===== src/rtl/pc_redirect_sequencer_if.sv =====
// Request/response bundle between the branch/jump resolution logic and the
// PC sequencer: redirect requests flow in, the fetch PC and flush flow out.
interface pc_redirect_sequencer_if;
  logic        Stall;
  logic        BranchTaken;
  logic [31:0] BranchBase;
  logic [15:0] BranchOffset;
  logic        Jump;
  logic [31:0] JumpBase;
  logic [25:0] JumpIndex;
  logic        JumpReg;
  logic [31:0] JumpRegTarget;
  logic [31:0] PCResult;
  logic [31:0] PCAddResult;
  logic        Flush;
  logic        MisalignErr;

  modport master (
    output Stall, BranchTaken, BranchBase, BranchOffset,
           Jump, JumpBase, JumpIndex, JumpReg, JumpRegTarget,
    input  PCResult, PCAddResult, Flush, MisalignErr
  );

  modport slave (
    input  Stall, BranchTaken, BranchBase, BranchOffset,
           Jump, JumpBase, JumpIndex, JumpReg, JumpRegTarget,
    output PCResult, PCAddResult, Flush, MisalignErr
  );
endinterface


===== src/rtl/pc_redirect_sequencer.sv =====
// Program counter owner: picks PC+4, branch, J/JAL or JR target each cycle
// and holds Flush high for a fixed window after every redirect.
module pc_redirect_sequencer #(
  parameter logic [31:0] RESET_PC     = 32'h0000_0000,
  parameter int          FLUSH_CYCLES = 1
) (
  input  logic                          Clk,
  input  logic                          Reset,
  pc_redirect_sequencer_if.slave        bus
);

  typedef enum logic {RUN, FLUSH} state_t;

  localparam logic [2:0] FLUSH_INIT = 3'(FLUSH_CYCLES - 1);

  state_t      state_q, state_d;
  logic [31:0] pc_q, pc_d;
  logic [2:0]  cnt_q, cnt_d;
  logic        flush_q, flush_d;
  logic        misalign_q, misalign_d;

  logic [31:0] pcAdd;
  logic [31:0] branchTarget;
  logic [31:0] jumpTarget;
  logic [31:0] jrTarget;

  assign pcAdd        = pc_q + 32'd4;
  assign branchTarget = bus.BranchBase + {{14{bus.BranchOffset[15]}}, bus.BranchOffset, 2'b00};
  assign jumpTarget   = {bus.JumpBase[31:28], bus.JumpIndex, 2'b00};
  assign jrTarget     = {bus.JumpRegTarget[31:2], 2'b00};

  always_ff @(posedge Clk) begin
    if (Reset) begin
      state_q    <= RUN;
      pc_q       <= RESET_PC;
      cnt_q      <= 3'd0;
      flush_q    <= 1'b0;
      misalign_q <= 1'b0;
    end else begin
      state_q    <= state_d;
      pc_q       <= pc_d;
      cnt_q      <= cnt_d;
      flush_q    <= flush_d;
      misalign_q <= misalign_d;
    end
  end

  // EX-stage resolutions (JR, branch) are older than ID-stage J, so they win;
  // in FLUSH every request comes from a squashed instruction and is dropped.
  always_comb begin
    state_d    = state_q;
    pc_d       = pc_q;
    cnt_d      = cnt_q;
    flush_d    = flush_q;
    misalign_d = misalign_q;
    unique case (state_q)
      RUN: begin
        if (bus.JumpReg || bus.BranchTaken || bus.Jump) begin
          state_d = FLUSH;
          flush_d = 1'b1;
          cnt_d   = FLUSH_INIT;
          if (bus.JumpReg) begin
            pc_d = jrTarget;
            if (bus.JumpRegTarget[1:0] != 2'b00) begin
              misalign_d = 1'b1;
            end
          end else if (bus.BranchTaken) begin
            pc_d = branchTarget;
          end else begin
            pc_d = jumpTarget;
          end
        end else if (!bus.Stall) begin
          pc_d = pcAdd;
        end
      end
      FLUSH: begin
        if (!bus.Stall) begin
          pc_d = pcAdd;
        end
        if (cnt_q == 3'd0) begin
          flush_d = 1'b0;
          state_d = RUN;
        end else begin
          cnt_d = cnt_q - 3'd1;
        end
      end
      default: begin
        state_d = RUN;
      end
    endcase
  end

  assign bus.PCResult    = pc_q;
  assign bus.PCAddResult = pcAdd;
  assign bus.Flush       = flush_q;
  assign bus.MisalignErr = misalign_q;

endmodule


===== src/flat_wrapper.sv =====
// flat-port wrapper written by rule: the top's interface ports become plain ports
module pc_redirect_sequencer_flat 
#(
  parameter logic [31:0] RESET_PC     = 32'h0000_0000,
  parameter int          FLUSH_CYCLES = 1
)
  (Clk, Reset, bus_Stall, bus_BranchTaken, bus_BranchBase, bus_BranchOffset, bus_Jump, bus_JumpBase, bus_JumpIndex, bus_JumpReg, bus_JumpRegTarget, bus_PCResult, bus_PCAddResult, bus_Flush, bus_MisalignErr);
  pc_redirect_sequencer_if bus_i ();
  input  logic Clk;
  input  logic Reset;
  input wire logic [$bits(bus_i.Stall)-1:0] bus_Stall;
  input wire logic [$bits(bus_i.BranchTaken)-1:0] bus_BranchTaken;
  input wire logic [$bits(bus_i.BranchBase)-1:0] bus_BranchBase;
  input wire logic [$bits(bus_i.BranchOffset)-1:0] bus_BranchOffset;
  input wire logic [$bits(bus_i.Jump)-1:0] bus_Jump;
  input wire logic [$bits(bus_i.JumpBase)-1:0] bus_JumpBase;
  input wire logic [$bits(bus_i.JumpIndex)-1:0] bus_JumpIndex;
  input wire logic [$bits(bus_i.JumpReg)-1:0] bus_JumpReg;
  input wire logic [$bits(bus_i.JumpRegTarget)-1:0] bus_JumpRegTarget;
  output wire logic [$bits(bus_i.PCResult)-1:0] bus_PCResult;
  output wire logic [$bits(bus_i.PCAddResult)-1:0] bus_PCAddResult;
  output wire logic [$bits(bus_i.Flush)-1:0] bus_Flush;
  output wire logic [$bits(bus_i.MisalignErr)-1:0] bus_MisalignErr;
  assign bus_i.Stall = bus_Stall;
  assign bus_i.BranchTaken = bus_BranchTaken;
  assign bus_i.BranchBase = bus_BranchBase;
  assign bus_i.BranchOffset = bus_BranchOffset;
  assign bus_i.Jump = bus_Jump;
  assign bus_i.JumpBase = bus_JumpBase;
  assign bus_i.JumpIndex = bus_JumpIndex;
  assign bus_i.JumpReg = bus_JumpReg;
  assign bus_i.JumpRegTarget = bus_JumpRegTarget;
  assign bus_PCResult = bus_i.PCResult;
  assign bus_PCAddResult = bus_i.PCAddResult;
  assign bus_Flush = bus_i.Flush;
  assign bus_MisalignErr = bus_i.MisalignErr;
  pc_redirect_sequencer #(.RESET_PC(RESET_PC), .FLUSH_CYCLES(FLUSH_CYCLES)) u_core (.Clk(Clk), .Reset(Reset), .bus(bus_i));
endmodule

===== config.mk =====
export PLATFORM = sky130hd
export DESIGN_NAME = pc_redirect_sequencer_flat
export DESIGN_NICKNAME = d
export VERILOG_FILES = /design/src/rtl/pc_redirect_sequencer_if.sv /design/src/rtl/pc_redirect_sequencer.sv /design/src/flat_wrapper.sv
export SDC_FILE = /design/constraint.sdc
export NUM_CORES = 1
export LEC_CHECK = 0
export ABC_AREA = 1
export CAP_MARGIN = 20
export CORE_MARGIN = 2
export CORE_UTILIZATION = 45
export CTS_BUF_LIST = sky130_fd_sc_hd__clkbuf_4 sky130_fd_sc_hd__clkbuf_8
export DETAILED_ROUTE_END_ITERATION = 16
export DONT_BUFFER_PORTS = 1
export HOLD_SLACK_MARGIN = 0.1
export PLACE_DENSITY = 0.72
export SLEW_MARGIN = 20
export SYNTH_ARGS = -nofsm -noshare
export SYNTH_HDL_FRONTEND = slang
export SYNTH_SLANG_ARGS = --single-unit

===== constraint.sdc =====
create_clock -name Clk -period 4.7 [get_ports Clk]
set_clock_uncertainty 0.2 [all_clocks]
set_input_delay 0.47 -clock Clk [delete_from_list [all_inputs] [get_ports Clk]]
set_output_delay 0.47 -clock Clk [all_outputs]
set_load 0.02 [all_outputs]

-- After elaboration in Yosys (flattened, before gate mapping)
Cells that the tools add are included.
- latch bits: 0
- memories: 0
- output and inout port bits: 66
- input bits: 144
- logic and storage cells: 33
- memory bits (read-only): 0
- bits in writable memories: 0
- register bits after elaboration: 38
- order comparisons: 0
- divide/modulo/power cells: 0
- muxes and demuxes: 14
- shifts and indexed selects: 0
- $mul: 0
- equal/unequal tests: 3
- add/sub/neg operators: 3
- reduce and logical (&&, ||, !) cells: 7
- bitwise logic cells: 1
- operators with widths (operator ; count):
    32-bit 2-to-1 mux ; 4
    32-bit case mux with 2 select lines ; 1
    32-bit by 3-bit adder with 32-bit output (second input constant) ; 1
    32-bit adder ; 1
    3-bit 2-to-1 mux ; 2
    3-bit case mux with 2 select lines ; 1
    1-bit 2-to-1 mux ; 4
    2-bit != test (second input constant) ; 2
    1-bit case mux with 2 select lines ; 2
    2-bit AND reduction ; 2
    4-bit AND reduction ; 1
    3-bit logical NOT ; 1
    3-bit by 1-bit subtractor with 3-bit output (second input constant) ; 1
    1-bit logical OR ; 2
    2-bit by 1-bit != test with 1-bit output (second input constant) ; 1
    2-bit nonzero test ; 1
    1-bit NOT ; 1

-- Longest topological paths before layout
Gate-level depths: netlist of the first run.
- depth after elaboration: 5
- depth in mapped cells: 14
- depth with buffers taken out: 14

-- Worst setup path after synthesis of the first run
No wires, ideal clock.
- path type: reg-to-output
- start: register u_core.pc_q[2], in the netlist u_core.bus.PCResult[2]
- end: output bus_PCAddResult[20]
- data required time: 4.030 ns
- setup slack: 2.312 ns
- path buffers: 0
- arrival: 1.718 ns
- stages on the path, launching flop included: 10
- cells stage by stage: dfxtp_1 -> ha_1 -> nand2_2 -> nor2_4 -> nand3_2 -> nor2_4 -> nand2_2 -> nor2_2 -> or2_2 -> and2_1
- longest elaborated chain between the ends: 1
- ends and longest elaborated chain (item ; RTL line ; text):
    from (decl) ; pc_redirect_sequencer.sv:17 ; logic [31:0] pc_q, pc_d;
    from (signal assigned) ; pc_redirect_sequencer.sv:41 ; pc_q <= pc_d;
    32-bit by 3-bit adder with 32-bit output ; pc_redirect_sequencer.sv:27 ; assign pcAdd = pc_q + 32'd4;
    to (decl) ; flat_wrapper.sv:21 ; output wire logic [$bits(bus_i.PCAddResult)-1:0] bus_PCAddResult;
No other way between the ends.

-- Final worst setup path of the first run
- start: register u_core.pc_q[2], in the netlist u_core.bus.PCResult[2]
- end: output bus_PCAddResult[16]
Same word-level chain as after synthesis.

==> results.cfg, run 1 <==
[grt]
track_usage_pct = 26.1
grt_pass1_wl_mm = 24.1
grt_overflow_total = 0
antenna_found_initial = 0
grt_pass1_vias = 4912
grt_max_degree = 40

[final_layout]
fillers = 1182
multi_input_area_mm2 = 0.00364
final_util_pct = 47.5
fin_nets = 1011
drive_gt1_share_pct = 5.76
regArea_um2 = 761
area_growth_pct = 3.43
n_antenna_cell = 0

[clock_network]
htreeDepth = 2
cts_made_buffers = 5
cts_tree = yes
clock_sinks = 38
clock_latency_ns = 0.30
cts_buffer_depth = 2
post-cts-setup-buffers = 0
cts_root_buf = clkbuf_8
clk_pin_slew_worst_paths_ns = 0.07

[power_and_ir_drop]
ir_drop_mv = 0.108
power_density_mw_per_mm2 = 230
power_mw = 1.17
p_leak_nw = 2.44

[timing]
setup_tns_ns = 0
hold_viol = 0
worstMarginPinSlew_ns = 1.02
finalCritPeriodShare_pct = 62.4
drv_slew = 0
timing.hold.ws_ns = 0.138
final-setup-viol-count = 0
max_freq_ghz = 0.341
rsz0062_at_grt = no
slew-limit-headroom_pct = 31.7
worst_slack_ns = 1.77
post-route-min-period_ns = 2.93

[worst_setup_path]
cp_num_buf_inv = 0
worstPathArrival_ns = 2.26
critical_path.slowest_cell = dfxtp_1
timing.reg2reg.setup_slack_ns = 2.12
crit_family = simple AND/OR/NAND/NOR gates
crit_fanout = 5
endpoint_kind = primary output
crit_chain = ha_1, nand2_2, nor2_4, nand3_2, nor2_4, nand2_2, xor2_1
required_ns = 4.03
worstSetupPathType = reg2out
critPathLaunchType = register
cpPeakStageDelay_ns = 0.53

[drt]
wl_mm = 15.8
vias_per_cell = 5.56
num_vias = 5413
drcViolationCount = 0
avgRoutedWirePerCell_um = 16.2
drtPass1Iterations = 5
drt_iter0_markers = 409
ant_nets = 0

[place]
gp_congestion = 0.985
pre_cts_ws_ns = 2.07
hpwl_mm = 12.8
port_buffers = 0

[synthesis]
syn_area_mm2 = 0.00493
yosysWarningCount = 0
syn-num-nets = 1026
synth_edf_count = 0
syn_area_per_cell_um2 = 5.81
synth_ff_type = dfxtp_1
netlist_instances = 849
ys_ff_latch = 38
ys_seq_area_share_pct = 15.4
async_reset_ff_share_pct = 0
yosysUniqueCellTypes = 43

[outcome]
status = finished clean

[worst_hold_path]
hp-class = in2reg

[die]
pin_count = 210
die_y_um = 109
dieArea_mm2 = 0.0118
coreArea_mm2 = 0.0107
fp-row-count = 38
fp.dieW_um = 109
start_util_pct = 45.9

[job]
drv_cap = 0
==> per-layer routing <==
layer / up-vias / part of all wire [%] / global-route usage [%]
li1: 2765 / - / -
met1: 2414 / 45 / 34.6
met2: 211 / 45 / 43.6
met3: 23 / 8.5 / 4.12
met4: 0 / 2.1 / 7.88
met5: - / 0 / 0
==> kinds of logic after synthesis <==
family / share of synthesized area [%]
and+or+nand+nor: 39.3
xor gates and xnor gates: 6.12
DFF: 15.4
AOI/OAI and AO/OA: 19.9
buffers and inverters: 10.7
adders and majority gates: 8.53
==> synthesized netlist by cell type (all sizes together), types with 9 or more instances <==
master	number	area, um2
dfxtp	38	761
nand2	286	1090
a221oi	26	228
nand3b	9	67.6
nand3	50	260
o21ai	31	155
ha	32	400
a21oi	84	435
clkbuf	14	52.6
nor2	76	328
inv	107	402
nor3	17	111
xor2	25	234
buf	12	71.3
==> report_power, final <==
group	internal (mW)	switching, mW	leakage (nW)
Sequential	0.355	0.0911	0.315
Clock	0.113	0.110	0.0431
Combinational	0.162	0.339	2.09
==> worst reg2reg max path, delay by kind of cell (launching register included) <==
kind | cells | cell delay [ns]
flip-flops | 1 | 0.53
AND/OR/NAND/NOR | 8 | 0.95
XOR/XNOR | 1 | 0.46
adder cells (fa/ha/maj) | 1 | 0.27
AO/OA/AOI/OAI | 1 | 0.12
==> registers in the layout, indices dropped and copies added, names as in the netlist <==
name,flops
u_core.cnt_q,3
u_core.bus.PCResult,32
u_core.state_q,1
u_core.bus.Flush,1
u_core.bus.MisalignErr,1
==> final cells by class <==
class                   count  area share (%)
flip-flops and latches     38            14.9
well taps                 140            3.43
repair buffers              4           0.638
multi-input cells         677            71.4
clock buffers               6            1.62
inverters                 108            7.95
==> what timing repair did <==
action,4_1_cts,5_1_grt
hold buffers,1,0
endpoints found under the hold margin,11,0
resized for setup,0,0
==> path summary, 6_finish.rpt <==
kind | to | from | cells after the start
hold / removal | u_core.bus.PCResult[1]$_SDFFE_PP0P_ | bus_BranchBase[1] | 2
setup reg to reg | u_core.bus.PCResult[16]$_SDFF_PP0_ | u_core.bus.PCResult[2]$_SDFF_PP0_ | 11
setup / recovery | bus_PCAddResult[16] | u_core.bus.PCResult[2]$_SDFF_PP0_ | 7
hold reg to reg | u_core.cnt_q[0]$_SDFFE_PP0P_ | u_core.cnt_q[0]$_SDFFE_PP0P_ | 1
==> placed cells by master (no fill, tap or decap), drive strengths merged <==
master and n:
nor2 76, and2 1, nand2 286, xor2 25, clkbuf 6, o211ai 3
a21o 2, or2 2, a22oi 4, o22ai 1, buf 3, fa 1
ha 32, xnor2 6, a311oi 2, a21oi 84, nand3 50, o21bai 5
nand4 8, o211a 1, nor3 17, nand3b 9, inv 106, dfxtp 38
nor4 2, dlygate4sd3 1, o21ai 31, clkinv 2, a211oi 3, a221oi 26
==> per-stage QoR <==
stage | std cells | area [um2]
finish | 973 | 5100
global route | 973 | 5100
CTS | 973 | 5100
detailed placement | 966 | 5010
global placement | 966 | 5010
floorplan | 849 | 4930
No activity file was read; power rests on OpenSTA's default activity.
==> run 2, diff against run 1 <==
--- a/config.mk
+++ b/config.mk
@@ -13,7 +13,7 @@
 export DETAILED_ROUTE_END_ITERATION = 16
 export DONT_BUFFER_PORTS = 1
 export HOLD_SLACK_MARGIN = 0.1
-export PLACE_DENSITY = 0.72
+export PLACE_DENSITY = 0.74
 export SLEW_MARGIN = 20
 export SYNTH_ARGS = -nofsm -noshare
 export SYNTH_HDL_FRONTEND = slang
==> constraint.sdc (replaced) <==
create_clock -name Clk -period 2.61 [get_ports Clk]
set_clock_uncertainty 0.2 [all_clocks]
set_input_delay 0.261 -clock Clk [delete_from_list [all_inputs] [get_ports Clk]]
set_output_delay 0.261 -clock Clk [all_outputs]
set_load 0.02 [all_outputs]
==> results.cfg, run 2 (synthesized netlist as in run 1, its figures left out) <==
[worst_setup_path]
timing.reg2reg.setup_slack_ns = 0.37
critPathLaunchType = register
worstSetupPathType = reg2out
endpoint_kind = primary output
crit_fanout = 4
worstPathArrival_ns = 2.01
required_ns = 2.15
timing.rr.start = u_core.bus.PCResult[10]$_SDFF_PP0_
r2r_cells = 7
r2r_end = u_core.bus.PCResult[14]$_SDFF_PP0_

[final_layout]
fin_nets = 1094
final_common_cell = nand2_1
area_growth_pct = 19.2
n_antenna_cell = 0
drive_gt1_share_pct = 9.59
largest_reg_flops = 32
postLayoutCellArea_mm2 = 0.00588
final_cell_mix = nand2_1, inv_1, a21oi_1

[place]
dpl_cell_area_mm2 = 0.00528
gp_congestion = 0.934
hpwl_mm = 13.2
port_buffers = 0

[clock_network]
cts_made_buffers = 5
cts_root_buf = clkbuf_8
cts_tree = yes
clk_pin_slew_worst_paths_ns = 0.08
cts_buffer_depth = 2
clock_latency_ns = 0.29
clock_sinks = 38
post-cts-setup-buffers = 0
htreeDepth = 2

[grt]
grt_overflow_total = 0
grt_max_degree = 31
grt_pass1_wl_mm = 26.2
grt_pass1_vias = 5512
track_usage_pct = 28.0
antenna_found_initial = 0

[drt]
drt_iter0_markers = 529
drtPass1Iterations = 5
wl_mm = 16.5
ant_nets = 0
avgRoutedWirePerCell_um = 15.6
drcViolationCount = 0
vias_per_cell = 5.48
num_vias = 5796

[die]
fp-row-count = 38
pin_count = 210
coreArea_mm2 = 0.0107
die_y_um = 109
fp.dieW_um = 109
dieArea_mm2 = 0.0118
start_util_pct = 45.9

[timing]
post-route-min-period_ns = 2.47
drv_slew = 0
hold_viol = 0
max_freq_ghz = 0.404
setup_tns_ns = 0
finalCritPeriodShare_pct = 94.8
slew-limit-headroom_pct = 41.8
rsz0062_at_grt = no
final-setup-viol-count = 0
worstMarginPinSlew_ns = 0.871

[worst_hold_path]
hp-class = in2reg
min_from = bus_JumpIndex[8]
hold_path_depth = 4
min_to = u_core.bus.PCResult[10]$_SDFF_PP0_

[power_and_ir_drop]
power_mw = 2.39
power_density_mw_per_mm2 = 407
p_leak_nw = 2.86
ir_drop_mv = 0.288

[job]
drv_cap = 0

[outcome]
status = finished clean
==> run 2: changes by cell type in the layout (fill, tap and decap cells not counted) <==
| cell | change |
|---|---|
| xor2_2 | +1 |
| clkinv_1 | -1 |
| dlygate4sd3_1 | +47 |
| xor2_1 | -1 |
| inv_1 | +1 |
| clkbuf_8 | -1 |
| dfxtp_1 | -1 |
| clkinv_2 | +2 |
| dfxtp_2 | +1 |
| bufinv_16 | +1 |
| buf_4 | +36 |
==> run 2: area by class of cell <==
class	count	area [um2]
Fill cell	1111	4870
Multi-Input combinational cell	677	3650
Timing Repair Buffer	87	773
Sequential cell	38	762
Inverter	108	405
Tap cell	140	175
Clock buffer	5	68.8
Clock inverter	3	40.0
==> run 2: report_power, final <==
| part | internal [mW] | switching (mW) |
|---|---|---|
| sequential | 0.640 | 0.104 |
| clock | 0.281 | 0.215 |
| combinational | 0.437 | 0.712 |
==> run 2: how the worst max path moves through the flow <==
stage / start / endpoint / slack, ns / cells past startpoint
global placement: bus_BranchOffset[0] / u_core.bus.PCResult[14]$_SDFF_PP0_ / 0.37 / 13
CTS: u_core.bus.PCResult[4]$_SDFF_PP0_ / bus_PCAddResult[20] / 0.10 / 8
detailed placement: bus_BranchOffset[0] / u_core.bus.PCResult[14]$_SDFF_PP0_ / 0.32 / 13
global route: u_core.bus.PCResult[3]$_SDFF_PP0_ / bus_PCAddResult[20] / 0.0006 / 9
finish: u_core.bus.PCResult[10]$_SDFF_PP0_ / bus_PCAddResult[14] / 0.14 / 5
floorplan: u_core.bus.PCResult[2]$_SDFF_PP0_ / u_core.bus.PCResult[16]$_SDFF_PP0_ / 0.36 / 11
==> run 2: what timing repair did <==
item                                    in CTS  in global routing
endpoints found under the setup margin       0                  3
endpoints found under the hold margin       33                  0
gates resized for setup                      0                  2
hold buffers                                48                  0
==> run 2: through the flow <==
| stage | cells | utilization, % | hold WS, ns | setup slack, ns |
|---|---|---|---|---|
| after floorplan | 849 | - | 0.139 | 0.359 |
| after global placement | 1002 | 49.1 | 0.132 | 0.370 |
| after detailed placement | 1002 | 49.1 | 0.134 | 0.321 |
| after CTS | 1058 | 54.6 | 0.105 | 0.105 |
| after global routing | 1058 | 54.7 | 0.135 | 0.000602 |
| final | 1058 | 54.7 | 0.117 | 0.136 |
==> run 2: per-layer routing <==
layer	GRT usage (%)	vias to the layer above	wire length, um	share of wire, %
met5	0	-	0	0
met4	7.88	0	366	2.2
met3	3.95	26	1510	9.1
met2	47.8	281	7550	46
met1	36.7	2562	7100	43
li1	-	2927	-	-
==> run 2: critical path: stages (launching register included) <==
cell	delay, ns
dfxtp_1	0.51
nand2_1	0.12
nor3_1	0.24
nand2_1	0.13
nor2_2	0.21
xor2_1	0.51
==> run 3, diff against run 2 <==
==> constraint.sdc (replaced) <==
create_clock -name Clk -period 2.61 [get_ports Clk]
set_clock_uncertainty 0.2 [all_clocks]
set_input_delay 0.522 -clock Clk [delete_from_list [all_inputs] [get_ports Clk]]
set_output_delay 0.522 -clock Clk [all_outputs]
set_load 0.02 [all_outputs]
==> results.cfg, run 3 (synthesized netlist as in run 1, its figures left out) <==
[outcome]
status = finished clean

[power_and_ir_drop]
p_leak_nw = 2.71
power_density_mw_per_mm2 = 406
ir_drop_mv = 0.196

[place]
port_buffers = 0
pre_cts_ws_ns = 0.154
hpwl_mm = 13.4
gp_congestion = 0.959

[grt]
grt_pass1_vias = 5136
grt_overflow_total = 0
grt_pass1_wl_mm = 24.7
track_usage_pct = 26.7
grt_max_degree = 34
antenna_found_initial = 0

[clock_network]
cts_buffer_depth = 2
htreeDepth = 2
clock_sinks = 38
clock_latency_ns = 0.29
cts_made_buffers = 5
cts_tree = yes
cts_root_buf = clkbuf_8
clk_pin_slew_worst_paths_ns = 0.07

[die]
pin_count = 210
start_util_pct = 45.9
die_y_um = 109
fp.dieW_um = 109
fp-row-count = 38
coreArea_mm2 = 0.0107
dieArea_mm2 = 0.0118

[final_layout]
fillers = 1137
final_common_cell = nand2_1
area_growth_pct = 12.9
final_util_pct = 51.8
drive_gt1_share_pct = 12.1
n_antenna_cell = 0
multi_input_area_mm2 = 0.00374
largest_reg_flops = 32
regArea_um2 = 764
fin_nets = 1058
final_cell_mix = nand2_1, inv_1, a21oi_1

[timing]
hold_viol = 0
final-setup-viol-count = 0
drv_slew = 0
max_freq_ghz = 0.391
finalCritPeriodShare_pct = 97.9
rsz0062_at_grt = yes
slew-limit-headroom_pct = 61.5
timing.hold.ws_ns = 0.192
worstMarginPinSlew_ns = 0.576
worst_slack_ns = 0.0557
post-route-min-period_ns = 2.55

[drt]
wl_mm = 16.2
drcViolationCount = 0
avgRoutedWirePerCell_um = 15.9
ant_nets = 0
vias_per_cell = 5.44
num_vias = 5563
drtPass1Iterations = 5
drt_iter0_markers = 450

[worst_hold_path]
hp-class = in2reg

[job]
drv_cap = 0

[worst_setup_path]
worstSetupPathType = reg2out
critPathLaunchType = register
worstPathArrival_ns = 1.83
endpoint_kind = primary output
required_ns = 1.89
crit_fanout = 5
run 3: cell types whose count changed in the layout (fill, tap and decap cells not counted), moves of 3 or more:
cell and change:
dlygate4sd3_1 -45, buf_4 +9, nor3_1 -3, xor2_1 -3
run 3: power breakdown:
part | internal, mW | switching [mW] | leakage (nW)
clock | 0.224 | 0.206 | 0.0517
combinational | 0.389 | 0.738 | 2.35
sequential | 0.641 | 0.0653 | 0.316
run 3: critical path, cell delays in order (launching register included):
cell and delay, ns:
dfxtp_1 0.34, ha_2 0.20, nand2_2 0.07, nor2_4 0.17, nand3_4 0.12, nor2_4 0.16
nand2_2 0.10, nor2_2 0.10, or2_2 0.12, and2_4 0.16
run 3: stage by stage:
step                total power, mW  cells  TNS [ns]  cell area (um2)
finish                         2.26   1022         0             5570
global route                   2.43   1022   -0.0286             5570
CTS                            2.23   1020         0             5460
detailed placement             1.80   1009         0             5330
global placement               1.79   1009         0             5330
floorplan                      1.51    849         0             4930
run 3: per-layer routing:
layer  vias up  GRT usage [%]  routed length, um
li1       2862              -                  -
met1      2422           34.9               7110
met2       248           44.1               7230
met3        31           5.44               1450
met4         0           8.70                423
met5         -              0                  0
run 3: path summary, 6_finish.rpt:
check                                   endpoint  depth (start not counted)                         startpoint  slack [ns]
max                          bus_PCAddResult[20]                          9  u_core.bus.PCResult[3]$_SDFF_PP0_        0.06
min          u_core.bus.PCResult[1]$_SDFFE_PP0P_                          2                  bus_BranchBase[1]        0.19
max reg2reg   u_core.bus.PCResult[12]$_SDFF_PP0_                         11  u_core.bus.PCResult[3]$_SDFF_PP0_        0.38
min reg2reg        u_core.bus.Flush$_SDFFE_PP0P_                          1          u_core.state_q$_SDFF_PP0_        0.26
run 3: cell type report:
type	instances	area share, %
inverter	108	7.28
tap	140	3.15
multi-input combinational	677	67.1
timing repair buffer	51	7.01
sequential	38	13.7
clock inverter	1	0.0899
clock buffer	7	1.62
run 3: timing repair:
action / CTS / global route
setup endpoints to repair: 4 / 13
pin swaps: 1 / 1
buffers inserted: 1 / 1
resized for setup: 3 / 15
hold endpoints to repair: 7 / 3
hold buffers: 2 / 1
